### src/rtl/coax_tx_pkg.sv
// Shared types and constants for the coax line transmitter.
//   tx_state_t  : framer state encoding
//   tx_word_t   : one held host word (data, parity flip, last-of-frame flag)
//   word_parity : parity bit appended after the data bits
package coax_tx_pkg;

  typedef enum logic [2:0] {
    IDLE,
    START_PRE,
    START_ONES,
    START_LOW,
    START_HIGH,
    WORD,
    END_BIT,
    END_HIGH
  } tx_state_t;

  localparam int START_ONES_COUNT = 5;
  localparam int WORD_BITS        = 12;
  localparam int DATA_BITS        = 10;

  typedef struct packed {
    logic [DATA_BITS-1:0] data;
    logic                 par_inv;
    logic                 last;
  } tx_word_t;

  function automatic logic word_parity(input logic [DATA_BITS-1:0] data,
                                       input logic odd,
                                       input logic inv);
    return (^data) ^ odd ^ inv;
  endfunction

endpackage

### src/rtl/coax_tx_bit_timer.sv
// Half-bit / bit / 3-half-bit timing generator for the coax framer.
//   clk, reset_n : clock, synchronous active-low reset
//   restart      : zero all counters at this edge (framer asserts it on
//                  every state change so each state starts on a fresh bit)
//   half_tick    : last cycle of a half bit
//   bit_tick     : last cycle of a full bit (second half ending)
//   long_tick    : last cycle of a 3H interval
module coax_tx_bit_timer #(
  parameter int HALF_BIT_CYCLES = 8
) (
  input  logic clk,
  input  logic reset_n,
  input  logic restart,
  output logic half_tick,
  output logic bit_tick,
  output logic long_tick
);

  localparam int CW = $clog2(3 * HALF_BIT_CYCLES);

  logic [CW-1:0] half_cnt;
  logic          phase;     // 0 = first half of the bit, 1 = second half
  logic [1:0]    half_num;  // half bits elapsed mod 3, for the long tick

  assign half_tick = (half_cnt == CW'(HALF_BIT_CYCLES - 1));
  assign bit_tick  = half_tick & phase;
  assign long_tick = half_tick & (half_num == 2'd2);

  always_ff @(posedge clk) begin
    if (!reset_n || restart) begin
      half_cnt <= '0;
      phase    <= 1'b0;
      half_num <= 2'd0;
    end else if (half_tick) begin
      half_cnt <= '0;
      phase    <= ~phase;
      half_num <= (half_num == 2'd2) ? 2'd0 : half_num + 2'd1;
    end else begin
      half_cnt <= half_cnt + CW'(1);
    end
  end

endmodule

### src/rtl/coax_tx_framer.sv
// Coax line transmitter: accepts 10-bit words over valid/ready, frames
// them as start sequence, 12-bit words {sync, data, parity}, end sequence,
// and drives a registered line output.
//   clk, reset_n      : clock, synchronous active-low reset
//   tx_data           : word to send, bit 9 first
//   tx_parity_invert  : flip the generated parity of this word
//   tx_last           : this word closes the frame
//   tx_valid/tx_ready : handshake into the one-entry holding register
//   tx                : line output, idle low
//   tx_active         : framer busy (state not IDLE)
//   tx_underflow      : pulse when a non-last word ends with nothing held
module coax_tx_framer
  import coax_tx_pkg::*;
#(
  parameter int HALF_BIT_CYCLES = 8,
  parameter bit PARITY_ODD      = 1'b0
) (
  input  logic                 clk,
  input  logic                 reset_n,
  input  logic [DATA_BITS-1:0] tx_data,
  input  logic                 tx_parity_invert,
  input  logic                 tx_last,
  input  logic                 tx_valid,
  output logic                 tx_ready,
  output logic                 tx,
  output logic                 tx_active,
  output logic                 tx_underflow
);

  tx_state_t            state;
  tx_word_t             hold;
  logic                 hold_valid;
  logic                 cur_last;
  logic [WORD_BITS-1:0] sreg;
  logic [3:0]           bit_cnt;
  logic                 second_half;
  logic                 done;
  logic                 tx_next;
  logic                 half_tick, bit_tick, long_tick;

  coax_tx_bit_timer #(.HALF_BIT_CYCLES(HALF_BIT_CYCLES)) u_timer (
    .clk       (clk),
    .reset_n   (reset_n),
    .restart   (done),
    .half_tick (half_tick),
    .bit_tick  (bit_tick),
    .long_tick (long_tick)
  );

  assign tx_ready  = ~hold_valid;
  assign tx_active = (state != IDLE);

  // done marks the last cycle of the current state (or of a word when it
  // reloads back-to-back); tx_next is the line level for this cycle, which
  // appears on tx one cycle later.
  always_comb begin
    done    = 1'b0;
    tx_next = 1'b0;
    case (state)
      IDLE:       done = hold_valid;
      START_PRE:  begin done = bit_tick; tx_next = 1'b1; end
      START_ONES: begin
        done    = bit_tick && (bit_cnt == 4'(START_ONES_COUNT - 1));
        tx_next = second_half;
      end
      START_LOW:  done = long_tick;
      START_HIGH: begin done = long_tick; tx_next = 1'b1; end
      WORD: begin
        done    = bit_tick && (bit_cnt == 4'(WORD_BITS - 1));
        tx_next = second_half ? sreg[WORD_BITS-1] : ~sreg[WORD_BITS-1];
      end
      END_BIT:    begin done = bit_tick; tx_next = ~second_half; end
      END_HIGH:   begin done = bit_tick; tx_next = 1'b1; end
      default:    ;
    endcase
  end

  always_ff @(posedge clk) begin
    if (!reset_n) begin
      state        <= IDLE;
      hold         <= '0;
      hold_valid   <= 1'b0;
      cur_last     <= 1'b0;
      sreg         <= '0;
      bit_cnt      <= '0;
      second_half  <= 1'b0;
      tx           <= 1'b0;
      tx_underflow <= 1'b0;
    end else begin
      tx           <= tx_next;
      tx_underflow <= 1'b0;

      if (done)           second_half <= 1'b0;
      else if (half_tick) second_half <= ~second_half;

      if (done) bit_cnt <= '0;

      // Accept and load are mutually exclusive: accept needs an empty
      // holding register, load needs a full one.
      if (tx_valid && !hold_valid) begin
        hold       <= '{data: tx_data, par_inv: tx_parity_invert, last: tx_last};
        hold_valid <= 1'b1;
      end

      case (state)
        IDLE: if (hold_valid) state <= START_PRE;
        START_PRE: if (bit_tick) state <= START_ONES;
        START_ONES: if (bit_tick) begin
          if (done) state <= START_LOW;
          else      bit_cnt <= bit_cnt + 4'd1;
        end
        START_LOW: if (long_tick) state <= START_HIGH;
        START_HIGH: if (long_tick) begin
          state      <= WORD;
          sreg       <= {1'b1, hold.data, word_parity(hold.data, PARITY_ODD, hold.par_inv)};
          cur_last   <= hold.last;
          hold_valid <= 1'b0;
        end
        WORD: if (bit_tick) begin
          if (!done) begin
            sreg    <= {sreg[WORD_BITS-2:0], 1'b0};
            bit_cnt <= bit_cnt + 4'd1;
          end else if (cur_last) begin
            state <= END_BIT;
          end else if (hold_valid) begin
            sreg       <= {1'b1, hold.data, word_parity(hold.data, PARITY_ODD, hold.par_inv)};
            cur_last   <= hold.last;
            hold_valid <= 1'b0;
          end else begin
            tx_underflow <= 1'b1;
            state        <= END_BIT;
          end
        end
        END_BIT:  if (bit_tick) state <= END_HIGH;
        END_HIGH: if (bit_tick) state <= IDLE;
        default:  state <= IDLE;
      endcase
    end
  end

endmodule

### config.mk
export PLATFORM = sky130hd
export DESIGN_NAME = coax_tx_framer
export DESIGN_NICKNAME = d
export VERILOG_FILES = /design/src/rtl/coax_tx_pkg.sv /design/src/rtl/coax_tx_bit_timer.sv /design/src/rtl/coax_tx_framer.sv
export SDC_FILE = /design/constraint.sdc
export NUM_CORES = 1
export LEC_CHECK = 0
export BUFFER_PORTS_ARGS = -buffer_cell sky130_fd_sc_hd__buf_2
export CORE_ASPECT_RATIO = 0.8
export CORE_MARGIN = 1
export CORE_UTILIZATION = 55
export CTS_BUF_LIST = sky130_fd_sc_hd__clkbuf_4
export CTS_CLUSTER_SIZE = 10
export DETAILED_ROUTE_END_ITERATION = 12
export PLACE_DENSITY = 0.77
export SYNTH_ARGS = -nofsm -noshare
export SYNTH_HDL_FRONTEND = slang
export SYNTH_HIERARCHICAL = 1
export SYNTH_SLANG_ARGS = --single-unit
### constraint.sdc
create_clock -name clk -period 2.4 [get_ports clk]
set_input_delay 0.24 -clock clk [delete_from_list [all_inputs] [get_ports clk]]
set_output_delay 0.24 -clock clk [all_outputs]
set_load 0.02 [all_outputs]
==> flow_summary_export.csv <==
group,metric,value,unit
outcome,outcome,"finished clean",
final_layout,final_area,0.00249,mm^2
sta,period_share,96.4,%
clock_network,cts_tree,"built",
worst_setup_path,end_kind,"flip-flop",
floorplanning,die_x,72.9,um
detailed_routing,wl_per_cell,13.0,um
worst_setup_path,crit_path_start_kind,"flip-flop",
sta,fin_skew,20.1,ps
pwr,p_leak,1.01,nW
synth,synthTopCellsByCount,"nand2_1, dfxtp_1, nor2_1",
sta,relSlewSlack,45.7,%
sta,whs,103,ps
detailed_routing,drc,0,
worst_setup_path,cp_max_fo,7,
pwr,totalPowerFinal,1.86,mW
sta,setup_viol,0,
floorplanning,die_h,58.8,um
clock_network,clkTransAtPathRegs,130,ps
grt,busiest_layer,"met1",
detailed_routing,first_iter_violations,146,
sta,clock.fmax,432,MHz
pwr,ir_drop,0.741,mV
clock_network,cts_buffers,5,
grt,antenna_found_initial,0,
sta,worst_pin_slew,812,ps
synth,synthFlopType,"dfxtp_1",
worst_setup_path,required,2680,ps
placement,portBuffers,18,
grt,grt_pass1_vias,1481,
grt,grt_pass1_wl,6980,um
final_layout,fin_nets,284,
synth,synth-simple-area-share,22.0,%
synth,synth_top_family_by_area,"simple AND/OR/NAND/NOR gates",
sta,setup_tns,0,ps
final_layout,syn2layout_area_growth,12.5,%
grt,grt_overflow,0,
min_path,hold_path.class,"in -> reg",
synth,synth_fp_nets,263,
worst_setup_path,rr_startpoint,"u_timer/half_cnt[1]$_SDFF_PP0_",
final_layout,register_area,882,um^2
placement,place_inst,314,
clock_network,clock_sinks,44,
synth,synth.most_common_cell,"nand2_1",
detailed_routing,ant_nets,0,
placement,gp_congestion,0.887,
placement,place_ws,30.5,ps
clock_network,htreeDepth,2,
synth,yosys_register_bits,44,
clock_network,clockRootBuffer,"clkbuf_4",
sta,layout_setup_ws,85.9,ps
synth,yosys.area_share.adder,1.13,%
detailed_routing,vias_per_cell,5.48,
synth,synth_edf_count,0,
synth,yosys.area.top_type_share,39.8,%
floorplanning,start_util,57.8,%
final_layout,multi_input_area,0.00126,mm^2
detailed_routing,drt-pass1-iter-count,4,
synth,synth.avg_cell_area,9.00,um^2
job,max-cap-violations,0,
grt,track_usage,21.5,%
worst_setup_path,worstPathArrival,2590,ps
placement,dp_hpwl,2920,um
detailed_routing,wl,4200,um
synth,synth_area_leader_cell,"dfxtp_1",
final_layout,fillers,294,
sta,period_needed,2310,ps
final_layout,diodes,0,
clock_network,clock_latency,370,ps
grt,use_met3,5.31,%
worst_setup_path,critPathLaunch,"u_timer/half_cnt[1]$_SDFF_PP0_",
floorplanning,core_area,0.00383,mm^2
min_path,min-delay-start,"tx_last",
grt,grt_use_met1,32.8,%
synth,synth_mux_area_share,4.97,%
detailed_routing,vias,1770,
grt,use_met2,28.3,%
floorplanning,die_area,0.00429,mm^2
worst_setup_path,criticalPathCategory,"reg -> reg",
synth,synth-async-reset-ratio,0,%
placement,placed_cell_area,0.00237,mm^2
synth,synth_area,0.00221,mm^2
final_layout,postLayoutCoreUtil,65.1,%
final_layout,drive_gt1_share,18.7,%
synth,synth_compound_area_share,20.2,%
floorplanning,placementRows,20,
final_layout,stdcell_count,323,
pwr,p_per_area,746,mW/mm^2
synth,synth_xor_area_share,7.12,%
floorplanning,io_pins,19,
synth,ys_types,52,
synth,ys_seq_area_share,39.8,%
grt,grt_max_degree,36,
synth,ys_warn_count,6,
synth,synth_area_leaders,"dfxtp_1, nand2_1, o211a_1",
synth,syn_inst,246,
sta,drv_slew,0,
clock_network,clockBufferDepth,2,
sta,finalHoldViolCount,0,
layer usage:
metal	part of all wire [%]	up-vias	wire length, um
li1	-	901	-
met1	53	806	2220
met2	39	53	1640
met3	6.1	10	255
met4	1.9	0	81
met5	0	-	0
area by class of cell:
| type | count | share of cell area, % |
|---|---|---|
| multi-input cells | 183 | 50.5 |
| clock buffers | 5 | 1.51 |
| repair buffers | 26 | 7.03 |
| clock inverters | 3 | 1.71 |
| well taps | 55 | 2.76 |
| inverters | 7 | 1.05 |
| flip-flops and latches | 44 | 35.4 |
power by group:
| group | switching [mW] | internal, mW | total (mW) |
|---|---|---|---|
| Sequential | 0.0799 | 0.780 | 0.860 |
| Clock | 0.244 | 0.217 | 0.461 |
| Combinational | 0.296 | 0.241 | 0.537 |
critical path, stage by stage, from the launching register on:
cell and delay [ps]:
dfxtp_1 400, ha_4 170, nand4bb_4 170, inv_1 100, and2_1 220, and4b_1 240, and4_4 250, nor2_1 60
o21a_4 140, nor2_2 180, nor2b_1 90, and3_2 210
sequential cells by signal (all words and copies together) (netlist names), 2 cells and up:
name and cells:
hold 12, sreg 12, u_timer/half_cnt 5, bit_cnt 4, state 3, u_timer/half_num 2
cell usage in the layout (no fill, tap or decap), types with 5 or more instances in the layout:
cell,Yosys,routed
mux2i_1,11,11
inv_1,6,6
nand3_1,5,5
nor2_1,17,16
dfxtp_1,44,43
a21boi_0,12,12
buf_2,2,18
xnor2_1,13,13
clkbuf_4,0,5
nand2_1,51,51
a21oi_1,5,5
buf_4,1,6
o211a_1,12,12
xor2_1,5,5
kinds of logic after synthesis:
logic type | Yosys count
XOR/XNOR | 18
flip-flops | 44
adder cells (fa/ha/maj) | 2
multiplexers | 11
AO/OA/AOI/OAI | 54
AND/OR/NAND/NOR | 98
buffers and inverters | 19
path summary, 6_finish.rpt:
check                                         to  slack, ps  cells past startpoint
setup reg to reg  u_timer/half_cnt[1]$_SDFF_PP0_         90                     11
hold reg to reg   u_timer/half_cnt[0]$_SDFF_PP0_        460                      1
setup / recovery  u_timer/half_cnt[1]$_SDFF_PP0_         90                     11
hold / removal              hold[0]$_SDFFE_PN0P_        100                      3
what timing repair did:
item	4_1_cts	5_1_grt
setup buffers	0	1
hold buffers	0	0
resized for setup	0	8
setup endpoints to repair	0	28
Note: power is estimated with default switching activity, not from simulation.
